===== config.mk =====
export PLATFORM = sky130hd
export DESIGN_NAME = text_cmd_responder
export DESIGN_NICKNAME = d
export VERILOG_FILES = /design/src/rtl/text_cmd_responder.sv
export SDC_FILE = /design/constraint.sdc
export NUM_CORES = 1
export LEC_CHECK = 0
export ABC_CLOCK_PERIOD_IN_PS = 5680
export CORE_AREA = 2 2 122 124
export DETAILED_ROUTE_END_ITERATION = 16
export DIE_AREA = 0 0 124 126
export SLEW_MARGIN = 10
export SYNTH_ARGS = -nofsm -noshare
export SYNTH_HDL_FRONTEND = slang
export SYNTH_SLANG_ARGS = --single-unit

===== constraint.sdc =====
create_clock -name clk_i -period 5.68 [get_ports clk_i]
set_clock_uncertainty 0.1 [all_clocks]
set_input_delay 1.136 -clock clk_i [delete_from_list [all_inputs] [get_ports clk_i]]
set_output_delay 1.136 -clock clk_i [all_outputs]
set_load 0.01 [all_outputs]

===== src/rtl/text_cmd_responder.sv =====
// Command-bus register responder for the text cell RAM: cursor/staged-cell registers,
// single-cell commits, and whole-screen fills through the cell write port.
module text_cmd_responder #(
  parameter int COLS = 80,
  parameter int ROWS = 60,
  parameter int AW   = 13
) (
  input  logic          clk_i,
  input  logic          rstn_i,
  input  logic          i_cmd_clk,
  input  logic          i_we,
  input  logic [6:0]    i_addr,
  input  logic [7:0]    i_data,
  output logic [7:0]    o_data,
  output logic          o_busy,
  output logic          o_cell_we,
  output logic [AW-1:0] o_cell_addr,
  output logic [23:0]   o_cell_data
);

  localparam logic [AW-1:0] LAST_CELL = AW'(COLS * ROWS - 1);
  localparam logic [7:0]    COL_MAX   = 8'(COLS - 1);
  localparam logic [7:0]    ROW_MAX   = 8'(ROWS - 1);

  typedef enum logic {IDLE, FILL} state_t;

  state_t        state, state_next;
  logic [AW-1:0] fill_cnt, fill_cnt_next;
  logic          cmd_hist;
  logic [7:0]    col, row, chr, fg, bg, ctrl;
  logic          commit_q;
  logic [AW-1:0] commit_addr;
  logic [23:0]   cell_data_q;
  logic [7:0]    rd_data;
  logic          cmd_edge, wr_ok, wr_commit, wr_fill, fill_done;
  logic [AW-1:0] cursor_addr;

  // Writes are only accepted on a fresh strobe edge while no fill is running.
  assign cmd_edge    = i_cmd_clk & ~cmd_hist;
  assign wr_ok       = cmd_edge & i_we & (state == IDLE);
  assign wr_commit   = wr_ok & (i_addr == 7'h4A);
  assign wr_fill     = wr_ok & (i_addr == 7'h4B);
  assign fill_done   = (state == FILL) && (fill_cnt == LAST_CELL);
  assign cursor_addr = AW'(row) * AW'(COLS) + AW'(col);

  always_ff @(posedge clk_i or negedge rstn_i) begin
    if (!rstn_i) begin
      state    <= IDLE;
      fill_cnt <= '0;
    end else begin
      state    <= state_next;
      fill_cnt <= fill_cnt_next;
    end
  end

  always_comb begin
    state_next    = state;
    fill_cnt_next = fill_cnt;
    o_busy        = 1'b0;
    case (state)
      IDLE: begin
        if (wr_fill) begin
          state_next    = FILL;
          fill_cnt_next = '0;
        end
      end
      FILL: begin
        o_busy        = 1'b1;
        fill_cnt_next = fill_cnt + AW'(1);
        if (fill_done) begin
          state_next    = IDLE;
          fill_cnt_next = '0;
        end
      end
      default: state_next = IDLE;
    endcase
    o_cell_we   = commit_q | o_busy;
    o_cell_addr = o_busy ? fill_cnt : commit_addr;
    o_cell_data = cell_data_q;
  end

  always_comb begin
    rd_data = 8'h00;
    case (i_addr)
      7'h40: rd_data = col;
      7'h41: rd_data = row;
      7'h46: rd_data = chr;
      7'h48: rd_data = fg;
      7'h49: rd_data = bg;
      7'h4A: rd_data = {7'b0, o_busy};
      7'h4B: rd_data = {7'b0, o_busy};
      7'h4C: rd_data = ctrl;
      default: rd_data = 8'h00;
    endcase
  end

  // Register file, commit capture and the cursor's auto-advance wrap.
  always_ff @(posedge clk_i or negedge rstn_i) begin
    if (!rstn_i) begin
      cmd_hist    <= 1'b0;
      col         <= 8'h00;
      row         <= 8'h00;
      chr         <= 8'h20;
      fg          <= 8'h0F;
      bg          <= 8'h00;
      ctrl        <= 8'h01;
      commit_q    <= 1'b0;
      commit_addr <= '0;
      cell_data_q <= '0;
      o_data      <= 8'h00;
    end else begin
      cmd_hist <= i_cmd_clk;
      o_data   <= rd_data;
      commit_q <= wr_commit;
      if (wr_commit) begin
        commit_addr <= cursor_addr;
        cell_data_q <= {chr, fg, bg};
      end
      if (wr_fill) begin
        cell_data_q <= {chr, fg, bg};
      end
      if (fill_done) begin
        col <= 8'h00;
        row <= 8'h00;
      end else if (wr_ok) begin
        case (i_addr)
          7'h40: col <= (i_data > COL_MAX) ? COL_MAX : i_data;
          7'h41: row <= (i_data > ROW_MAX) ? ROW_MAX : i_data;
          7'h46: chr  <= i_data;
          7'h48: fg   <= i_data;
          7'h49: bg   <= i_data;
          7'h4C: ctrl <= i_data;
          7'h4A: begin
            if (ctrl[0]) begin
              if (col == COL_MAX) begin
                col <= 8'h00;
                row <= (row == ROW_MAX) ? 8'h00 : row + 8'd1;
              end else begin
                col <= col + 8'd1;
              end
            end
          end
          default: ;
        endcase
      end
    end
  end

endmodule


==> out/metrics.csv <==
metric,value,unit
drt-total-wl,13760,microns
power.static_leakage,3.167,nW
worstPathMaxFanout,19,
synth.yosys.seq_area_share,48.30,%
worst_ep_arrival_time,3890,ps
result_of_the_run,"complete, no violations",
p_per_area,219.2,mW/mm^2
syn_std_cell_area,0.005663,sq mm
synth_seq_cells,109,
postLayoutCellArea,0.006761,sq mm
antennaDiodeCount,0,
maxSlewViolCount,0,
core_outline_area,0.01431,sq mm
firstDrtPassIters,5,
cts_hold_repair.buffers,0,
fp.dieH,126,microns
post-route-drc-count,0,
die_w,124,microns
finalWorstPathRequiredPeriod,3746,ps
clock_path_buffers,2,
critPathKind,input port to flop,
yosysWarningCount,0,
final_net_count,648,
max_h_tree_level,3,
worst_setup_path_end_kind,flop,
io_pins,66,
netlist_instances,553,
maxSlewHeadroom,34.08,%
worstMarginPinSlew,988.8,ps
cp.required,5820,ps
clkLatencyLatePin,360,ps
cts-buffers-inserted,9,
initial_utilization,39.56,%
global_route_wire_length_before_repair,22760,microns
detailroute.via_count,4384,
grt.overflow.total,0,
root_buffer_cell,sky130_fd_sc_hd__clkbuf_16,
worst_setup_hold_path_clk_slew,70,ps
drv_cap,0,
clock_tree_from_tritoncts,yes,
synth_fp_nets,592,
totalNegativeSetupSlack,0,ps
setup-violations-final,0,
largest_register_ffs,24,
start_kind,input port,
io_buffers,65,
synthDistinctLibCells,58,
cts-resized-gates,0,
synthToLayoutAreaGrowth,19.40,%
placement.cell_area,0.006456,sq mm
ys_dominant_reg_cell,sky130_fd_sc_hd__dfrtp_1,
fp-row-count,44,
drt-vias-per-instance,5.494,
buffers_inserted_by_post_cts_timing_repair,0,
count_of_flip_flops_with_a_built_in_enable_after_synthesis,0,
max_freq,267.0,MHz
period_share,65.95,%
unrepaired_setup_endpoints_after_global_routing,false,
vias_in_the_first_global_route,4327,
detail_route_antenna_nets,0,
post_route_cells_drive_above_1_share,14.33,%
design.die.area,0.01562,sq mm
worst_ir_drop_vdd,0.1750,mV
routed_wire_length_per_instance,17.24,microns
syn_area_cell,10.24,sq um
gp_congestion,0.8631,
min_path_type,flop to flop,
drt-initial-drc-count,436,
antenna_found_initial,0,
groute.usage.overall,18.64,%
dpl.hpwl,9759,microns
synthArstFlopShare,100.0,%
cts.sinks,109,
final_hold_viol_count,0,
maximum_number_of_pins_on_one_net_before_global_route_repair,63,
[layout make-up]
| cell class | count | area, sq um |
|---|---|---|
| fillers | 1337 | 7552 |
| flip-flops and latches | 109 | 2735 |
| inverters | 9 | 33.78 |
| well taps | 184 | 230.2 |
| clock buffers | 10 | 239.0 |
| clock inverters | 6 | 66.31 |
| multi-input cells | 413 | 2794 |
| repair buffers | 67 | 663.1 |
[Yosys cell counts (2+ instances only)]
cell	instances	share of area, %
sky130_fd_sc_hd__nand2b_1	10	1.1
sky130_fd_sc_hd__ha_1	18	4.0
sky130_fd_sc_hd__buf_2	2	0.18
sky130_fd_sc_hd__a31oi_1	6	0.66
sky130_fd_sc_hd__or2_2	3	0.33
sky130_fd_sc_hd__fa_1	2	0.71
sky130_fd_sc_hd__and2_1	2	0.22
sky130_fd_sc_hd__buf_4	2	0.27
sky130_fd_sc_hd__nor3b_1	5	0.66
sky130_fd_sc_hd__o31ai_1	4	0.53
sky130_fd_sc_hd__nor2_1	29	1.9
sky130_fd_sc_hd__and3_1	8	0.88
sky130_fd_sc_hd__nor2b_1	7	0.77
sky130_fd_sc_hd__nand4_1	5	0.55
sky130_fd_sc_hd__and3b_1	2	0.31
sky130_fd_sc_hd__mux2_2	51	10
sky130_fd_sc_hd__o21ai_0	41	3.6
sky130_fd_sc_hd__nor3_2	2	0.35
sky130_fd_sc_hd__buf_1	2	0.13
sky130_fd_sc_hd__xor2_1	4	0.62
sky130_fd_sc_hd__a21oi_1	10	0.88
sky130_fd_sc_hd__nand3_1	16	1.4
sky130_fd_sc_hd__o22a_1	2	0.31
sky130_fd_sc_hd__dfstp_2	6	2.8
sky130_fd_sc_hd__a222oi_1	15	2.7
sky130_fd_sc_hd__nor4_4	2	0.75
sky130_fd_sc_hd__inv_1	9	0.60
sky130_fd_sc_hd__nand2_1	114	7.6
sky130_fd_sc_hd__or4_1	2	0.27
sky130_fd_sc_hd__o32a_1	4	0.71
sky130_fd_sc_hd__a21o_1	5	0.66
sky130_fd_sc_hd__nor3_1	9	0.80
sky130_fd_sc_hd__dfrtp_1	103	46
sky130_fd_sc_hd__nand4b_1	2	0.31
sky130_fd_sc_hd__clkbuf_1	15	0.99
sky130_fd_sc_hd__xnor2_1	9	1.4
sky130_fd_sc_hd__o41ai_1	2	0.31
sky130_fd_sc_hd__o22ai_1	3	0.33
[layout by cell type (no fill, tap or decap), types with 5 or more instances in the layout]
cell type,n
sky130_fd_sc_hd__o21ai_0,41
sky130_fd_sc_hd__inv_1,9
sky130_fd_sc_hd__mux2_2,51
sky130_fd_sc_hd__ha_1,18
sky130_fd_sc_hd__dfstp_2,6
sky130_fd_sc_hd__dfrtp_1,103
sky130_fd_sc_hd__nand4_1,5
sky130_fd_sc_hd__a222oi_1,15
sky130_fd_sc_hd__xnor2_1,9
sky130_fd_sc_hd__nor3_1,9
sky130_fd_sc_hd__clkdlybuf4s50_1,64
sky130_fd_sc_hd__a21oi_1,10
sky130_fd_sc_hd__clkbuf_16,9
sky130_fd_sc_hd__a21o_1,5
sky130_fd_sc_hd__nand2b_1,10
sky130_fd_sc_hd__and3_1,8
sky130_fd_sc_hd__nand2_1,114
sky130_fd_sc_hd__nor2_1,29
sky130_fd_sc_hd__nand3_1,16
sky130_fd_sc_hd__a31oi_1,6
sky130_fd_sc_hd__nor2b_1,7
sky130_fd_sc_hd__nor3b_1,5
[stage by stage]
step                      power, mW  instances  setup WS, ps  hold slack [ps]  utilization, %
after floorplan              0.8098        553          2713            334.8               -
after global placement       0.8467        782          1671            352.4           45.10
after detailed placement     0.8473        782          1601            359.6           45.10
after CTS                     1.501        798          1964            376.0           47.24
after global routing          1.534        798          1715            391.2           47.24
final                         1.482        798          1934            370.6           47.24
[cells by family after synthesis]
group | after synthesis | share of synthesized area [%]
adders and majority gates | 20 | 4.684
AOI/OAI and AO/OA | 102 | 12.48
buffers and inverters | 31 | 2.364
and+or+nand+nor | 226 | 19.84
muxes | 52 | 10.32
xor gates and xnor gates | 13 | 2.011
DFF | 109 | 48.30
[metal layers]
layer | up-vias | global-route usage [%] | routed length, microns
met5 | - | 0 | 0
met4 | 0 | 5.155 | 114
met3 | 8 | 4.393 | 760
met2 | 138 | 27.47 | 6231
met1 | 2139 | 27.46 | 6653
li1 | 2099 | - | -
[where the power goes]
group          internal (mW)  total, mW  leakage, nW  switching (mW)
logic                 0.0186     0.0537         1.54          0.0351
clock network          0.357      0.650        0.154           0.293
registers              0.777      0.778         1.47         0.00100
[final timing paths]
| kind | slack [ps] | from | cells after the start | to |
|---|---|---|---|---|
| setup / recovery | 1930 | i_addr[0] | 6 | row[0]$_DFFE_PN0P_ |
| hold / removal | 370 | o_cell_data[21]$_DFFE_PN0P_ | 2 | o_cell_data[21]$_DFFE_PN0P_ |
| setup reg to reg | 2180 | state$_DFF_PN0_ | 5 | row[0]$_DFFE_PN0P_ |
| hold reg to reg | 370 | o_cell_data[21]$_DFFE_PN0P_ | 2 | o_cell_data[21]$_DFFE_PN0P_ |
| max in group asynchronous | 3640 | rstn_i | 2 | fg[5]$_DFFE_PN0P_ |
| min in group asynchronous | 750 | rstn_i | 1 | o_cell_data[17]$_DFFE_PN0P_ |
[worst max-delay path, cell delays in order]
cell	delay, ps
sky130_fd_sc_hd__clkdlybuf4s50_1	660
sky130_fd_sc_hd__and3b_1	250
sky130_fd_sc_hd__nand3_1	490
sky130_fd_sc_hd__nor2_1	120
sky130_fd_sc_hd__a221oi_2	820
sky130_fd_sc_hd__mux2_2	410
(Power assumes the default switching activity.)
